===== src/rtl/dcache_ctrl.sv =====
// Direct-mapped write-back/write-allocate data cache: 8 sets x 4-byte blocks.
// Byte access for the CPU; block write-back and fetch over a busy-wait memory handshake.
module dcache_ctrl (
  input  logic        CLK,
  input  logic        RESET,
  input  logic        READ,
  input  logic        WRITE,
  input  logic [7:0]  ADDRESS,
  input  logic [7:0]  WRITEDATA,
  output logic [7:0]  READDATA,
  output logic        BUSYWAIT,
  output logic        MEM_READ,
  output logic        MEM_WRITE,
  output logic [5:0]  MEM_ADDRESS,
  output logic [31:0] MEM_WRITEDATA,
  input  logic [31:0] MEM_READDATA,
  input  logic        MEM_BUSYWAIT
);

  typedef enum logic [1:0] {IDLE, WRITEBACK, FETCH} state_t;

  state_t      state, state_nxt;
  logic [7:0]  valid, dirty;
  logic [2:0]  tag_q  [8];
  logic [31:0] data_q [8];

  logic [2:0] idx, tag_in;
  logic [1:0] off;
  logic       req, hit;

  assign tag_in = ADDRESS[7:5];
  assign idx    = ADDRESS[4:2];
  assign off    = ADDRESS[1:0];
  assign req    = READ | WRITE;
  assign hit    = valid[idx] && (tag_q[idx] == tag_in);

  // Data is presented unconditionally; the CPU only consumes it once BUSYWAIT is low.
  assign READDATA = data_q[idx][{off, 3'b000} +: 8];

  always_comb begin
    state_nxt     = state;
    BUSYWAIT      = req && !(state == IDLE && hit);
    MEM_READ      = 1'b0;
    MEM_WRITE     = 1'b0;
    MEM_ADDRESS   = 6'd0;
    MEM_WRITEDATA = 32'd0;
    case (state)
      IDLE: begin
        if (req && !hit) state_nxt = dirty[idx] ? WRITEBACK : FETCH;
      end
      WRITEBACK: begin
        MEM_WRITE     = 1'b1;
        MEM_ADDRESS   = {tag_q[idx], idx};
        MEM_WRITEDATA = data_q[idx];
        if (!MEM_BUSYWAIT) state_nxt = FETCH;
      end
      FETCH: begin
        MEM_READ    = 1'b1;
        MEM_ADDRESS = {tag_in, idx};
        if (!MEM_BUSYWAIT) state_nxt = IDLE;
      end
      default: state_nxt = IDLE;
    endcase
  end

  always_ff @(posedge CLK or negedge RESET) begin
    if (!RESET) state <= IDLE;
    else        state <= state_nxt;
  end

  // Any edge sampled inside WRITEBACK/FETCH already follows a full cycle there,
  // so MEM_BUSYWAIT low alone marks completion.
  always_ff @(posedge CLK or negedge RESET) begin
    if (!RESET) begin
      valid <= '0;
      dirty <= '0;
      for (int i = 0; i < 8; i++) begin
        tag_q[i]  <= '0;
        data_q[i] <= '0;
      end
    end else if (state == FETCH && !MEM_BUSYWAIT) begin
      data_q[idx] <= MEM_READDATA;
      tag_q[idx]  <= tag_in;
      valid[idx]  <= 1'b1;
      dirty[idx]  <= 1'b0;
    end else if (state == IDLE && WRITE && hit) begin
      data_q[idx][{off, 3'b000} +: 8] <= WRITEDATA;
      dirty[idx]                      <= 1'b1;
    end
  end

endmodule


===== config.mk =====
export PLATFORM = sky130hd
export DESIGN_NAME = dcache_ctrl
export DESIGN_NICKNAME = d
export VERILOG_FILES = /design/src/rtl/dcache_ctrl.sv
export SDC_FILE = /design/constraint.sdc
export NUM_CORES = 1
export LEC_CHECK = 0
export ABC_CLOCK_PERIOD_IN_PS = 3060
export CORE_ASPECT_RATIO = 2
export CORE_UTILIZATION = 45
export CTS_BUF_LIST = sky130_fd_sc_hd__clkbuf_4
export CTS_CLUSTER_SIZE = 20
export DETAILED_ROUTE_END_ITERATION = 6
export DONT_BUFFER_PORTS = 1
export GPL_ROUTABILITY_DRIVEN = 1
export PLACE_DENSITY = 0.68
export SLEW_MARGIN = 0
export SYNTH_ARGS = -nofsm -noshare
export SYNTH_HDL_FRONTEND = slang
export SYNTH_SLANG_ARGS = --single-unit

===== constraint.sdc =====
create_clock -name CLK -period 3.06 [get_ports CLK]
set_input_delay 0.306 -clock CLK [delete_from_list [all_inputs] [get_ports CLK]]
set_output_delay 0.306 -clock CLK [all_outputs]
set_load 0.03 [all_outputs]

### Yosys cells after proc, flatten, opt, wreduce, memory -nomap -nowiden

Cells that the tools add are included.

* flip-flop bits (word level): 298
* input port bits: 53
* output and inout bits: 49
* logic and storage cells: 88

* $add $sub $neg: 1
* $lt $le $gt $ge: 4
* eq/ne operators: 6
* shift-type cells: 3
* mux-type cells: 34
* bitwise operators: 6
* reductions and logical operators: 15

Operators by type and width (count)
* bitwise mux 256 bit: 2
* 2-to-1 mux 256 bit: 2
* demux 32 bit (select 3 bit): 2
* 2-to-1 mux 32 bit: 5
* binary-select mux 32 bit (select 3 bit): 1
* variable shift 8 x 7 -> 32 bit (first input constant): 1
* indexed part select 32 x 6 -> 8 bit: 1
* indexed part select 8 x 7 -> 32 bit: 1
* bitwise mux 24 bit: 1
* 2-to-1 mux 8 bit: 2
* OR 8 bit: 2
* one-hot mux 6 bit (2 select lines): 1
* binary-select mux 3 bit (select 3 bit): 1
* demux 3 bit (select 3 bit): 1
* logical AND 1 bit: 9
* 2-to-1 mux 3 bit: 3
* AND 8 bit: 1
* 2-to-1 mux 2 bit: 4
* inverter 8 bit: 1
* negator 5 -> 7 bit: 1
* binary-select mux 1 bit (select 3 bit): 2
* one-hot mux 2 bit (3 select lines): 1
* 2-to-1 mux 1 bit: 5
* >= comparator 4 bit (second input constant): 1
* 15 further kinds: 18

### Logic depth before layout (Yosys ltp)

* word-level depth: 10
* depth in mapped cells: 11
* depth with buffers taken out: 8

### Least setup slack after synthesis

OpenSTA, ideal clock, no wires.

* path kind: input to output
* start: input port ADDRESS[2]
* end: output port READDATA[1]
* arrival: 2.451 ns
* data required time: 2.754 ns
* path slack: 0.303 ns
* stages: 9
* path buffers: 5
* cells stage by stage: buf_6 buf_6 buf_2 buf_4 buf_2 mux2_2 a221oi_1 o21ai_0 mux4_2

* cells in the longest elaborated chain, start to end: 5

Ends and longest elaborated chain
* start: declaration: RTL line 8 `input logic [7:0] ADDRESS,`
* inverter 3 -> 4 bit (implied by the code): RTL line 38 `assign READDATA = data_q[idx][{off, 3'b000} +: 8];`
* binary-select mux 32 bit (select 3 bit): RTL line 38
* 2-to-1 mux 32 bit (implied by the code) (2 in series): RTL line 38
* indexed part select 32 x 6 -> 8 bit: RTL line 38
* end: declaration: RTL line 10 `output logic [7:0] READDATA,`

No other way between the ends. The select of a mux whose other input is x is not followed.

### Final worst setup path

* start: input port ADDRESS[3]
* end: output port READDATA[4]

The elaborated chain is that of the path after synthesis.

==> Implementation_results.wiki <==
{| class="wikitable"
! Metric !! Value
|-
| Most used flip-flop cell after synthesis || dfrtp_1
|-
| Die Width || 140.0 um
|-
| Full die area || 38900 um2
|-
| Tightest slew margin relative to the limit || 23.27%
|-
| Placed Cells || 2203
|-
| # clock sinks || 298
|-
| Crit path launch type || primary input
|-
| Final worst path period share || 105.4%
|-
| Antenna violations before repair || 6
|-
| Wire length of the first global-routing pass || 112000 um
|-
| Clock buffers created by TritonCTS || 71
|-
| Starting utilization of the core area || 45.79%
|-
| Number of antenna-violating nets in the routed design || 0
|-
| Yosys warnings || 0
|-
| Required time at the worst-slack endpoint || 2.75 ns
|-
| Worst clock skew || 0.03967 ns
|-
| Post-Syn Area || 17130 um2
|-
| Maximum number of pins on one net before global-route repair || 299
|-
| Total number of vias || 17.45k
|-
| Power per cell area || 733.7 nW/um2
|-
| Number of distinct standard cells referenced by the synthesized netlist || 50
|-
| Floorplan die height || 277.9 um
|-
| Post-route cell area || 19130 um2
|-
| TritonRoute pass-1 iters || 7
|-
| Vias per inst || 7.328
|-
| TritonCTS clock tree || done
|-
| Slew @ Worst Pin || 1.151 ns
|-
| HPWL after detailed placement || 47280 um
|-
| Total number of placement rows || 100
|-
| Peak supply drop || 0.2648 mV
|-
| H-tree levels || 3
|-
| Port bufs || 0
|-
| Fraction of final layout cells sized beyond drive strength 1 || 15.17%
|-
| Net count after synthesis || 1911
|-
| Total global routing overflow || 0
|-
| Synth cell count leaders || nand2_1, dfrtp_1, o21ai_0
|-
| Post-synthesis sequential element count || 298
|-
| Vias in the first global route || 17.30k
|-
| Clock transition at the registers of the reported paths || 0.06 ns
|-
| Post-layout min period || 3.226 ns
|-
| Worst path max stage delay || 0.70 ns
|-
| Area added between synthesis and finish || 11.65%
|-
| Tightest hold margin || -0.7653 ns
|-
| Outcome || finished, violations left
|-
| Clock latency on the worst-skew pair || 0.80 ns
|-
| Max Fanout on Critical Path || 57
|-
| Final slew viol count || 0
|-
| Final cell count without fillers || 2381
|-
| Endpoints failing setup || 5
|-
| Setup repair after global routing missed its margin || yes
|-
| Top area cells in the synthesized netlist || dfrtp_1, a32o_1, nand2_1
|-
| Largest family of logic cells by synthesized area || compound AO/OA/AOI/OAI gates
|-
| Compound-gate portion of the synthesized area || 29.13%
|-
| Total wire length || 75700 um
|-
| Number of instances in the synthesized netlist || 1850
|-
| Fraction of the yosys area taken by sequential cells || 43.53%
|-
| CP max-delay cell || clkinv_1
|-
| Final nets || 1938
|-
| CTS Buffer Depth || 3
|-
| I/O pin count || 102
|-
| Synthesized-area fraction occupied by xor and xnor cells || 0.1972%
|-
| DR DRC count || 2
|-
| Path class of the lowest-slack min-delay path || in2async
|-
| Routed length per placed instance || 31.79 um
|-
| Multiplexer fraction of the synthesized cell area || 6.318%
|-
| Cell with the most instances after synthesis || nand2_1
|-
| Total count of hold-check failures in the final report || 298
|-
| Final worst-path setup slack || -0.1659 ns
|-
| Chain of cells forming the critical path || clkinv_1 -> nor2_1 -> a221oi_1 -> o21ai_0 -> mux4_2
|-
| Overall global routing resource usage || 39.22%
|-
| Leakage Power || 0.007958 uW
|-
| Adder-cell share of the synthesized area || 0.5843%
|-
| Gpl congestion || 0.9436
|-
| Max frequency || 0.3100 GHz
|-
| Sum of negative setup slack || -0.4491 ns
|-
| Critical path class || in2out
|-
| Biggest area consumer among synthesized cells || dfrtp_1
|-
| Simple-gate share of the synthesized area || 14.07%
|-
| Area of the placeable core || 37410 um2
|-
| CP Capture Type || primary output
|-
| Average instance area after synthesis || 9.260 um2
|-
| Instance area after placement || 17590 um2
|-
| Number of enable-type register cells in the synthesized netlist || 0
|-
| Root Buffer Master || clkbuf_4
|-
| Share of synthesized registers carrying an async set or reset || 100.0%
|-
| Violated checks || design-rule violations, negative hold slack, negative setup slack
|-
| Drt first-iter violations || 2506
|-
| Fraction of synthesized cell area taken by the top area cell type || 43.53%
|-
| Maxcap violations || 0
|-
| Crit path DAT || 2.92 ns
|}
layout make-up:
cell class | instances | area (um2)
sequential | 298 | 7457
inverter | 16 | 60.06
fill | 3445 | 18280
clock inverter | 18 | 127.6
clock buffer | 96 | 720.7
tap | 459 | 574.3
multi-input combinational | 1335 | 8793
timing repair buffer | 155 | 1384
antenna | 4 | 10.01
flip-flops by register name, summed over array words and instances, names as in the netlist, named ones only:
signal,flops
tag_q,24
valid,8
data_q,256
state,2
where the power goes:
group          total (uW)  switching (uW)  internal, uW  leakage (uW)
combinational        4460            2540          1920       0.00349
sequential           6220             864          5350       0.00397
clock                3360            1740          1610      0.000498
final timing paths:
kind | start | to | slack (ns) | cells past startpoint
max reg2reg | tag_q[13] | data_q[237] | 0.07 | 7
min | RESET | tag_q[23] | -0.77 | 0
min in group CLK | WRITEDATA[4] | data_q[196] | 0.05 | 3
max | ADDRESS[3] | READDATA[4] | -0.17 | 5
min reg2reg | valid[3] | valid[3] | 0.47 | 1
max in group asynchronous | RESET | data_q[14] | 2.89 | 0
routing by layer:
| layer | routed length, um | track usage (%) | vias up |
|---|---|---|---|
| met1 | 24530 | 43.86 | 8490 |
| met3 | 8895 | 11.22 | 468 |
| li1 | - | - | 7036 |
| met2 | 35050 | 61.92 | 1446 |
| met4 | 7165 | 32.18 | 8 |
| met5 | 55 | 0 | - |
worst max-delay path, delay by kind of cell:
family                 cells  cell delay (ns)
AOI/OAI and AO/OA          2             0.66
buffers and inverters      1             0.70
and+or+nand+nor            1             0.66
muxes                      1             0.53
per-stage QoR:
step	util (%)	worst slack, ns	hold WS (ns)	power, uW
after floorplan	-	0.3034	0.01041	9084
after global placement	47.01	0.01099	0.02247	10130
after detailed placement	47.01	-0.006815	0.02215	10300
after CTS	50.89	-0.01861	-0.8261	13800
after global routing	51.12	-0.1454	-0.8204	14590
final	51.13	-0.1659	-0.7653	14030
logic make-up (layout without fill, tap and decap cells):
| logic type | after synthesis | in the layout |
|---|---|---|
| other | 0 | 4 |
| flip-flops | 298 | 298 |
| XOR/XNOR | 3 | 3 |
| adder cells (fa/ha/maj) | 8 | 8 |
| AO/OA/AOI/OAI | 678 | 678 |
| multiplexers | 82 | 82 |
| AND/OR/NAND/NOR | 563 | 564 |
| buffers and inverters | 218 | 285 |
cells in the final DEF, fill, tap and decap left out, types with 7 or more instances in the layout:
cell,count
o22ai_1,60
nor2_1,54
buf_12,7
o2111a_1,7
a22o_1,11
a31oi_1,8
nand2_2,7
buf_4,95
ha_1,7
mux2_2,18
mux2i_1,43
a21oi_1,55
nand3_1,25
clkinv_1,13
inv_1,14
mux4_2,18
dlygate4sd3_1,53
and2_1,46
dfrtp_1,298
a221oi_1,26
a32o_1,184
a221o_1,26
o21ai_0,191
clkbuf_4,96
and3_1,21
a22oi_1,74
nand2b_1,9
nand2_1,375
repair_timing:
action	CTS	global route
gates cloned	0	1
endpoints found under the hold margin	584	301
gates resized for setup	13	12
pin swaps	1	4
setup buffers	3	3
endpoints found under the setup margin	8	167
hold buffers	52	1
(Power assumes the default switching activity.)
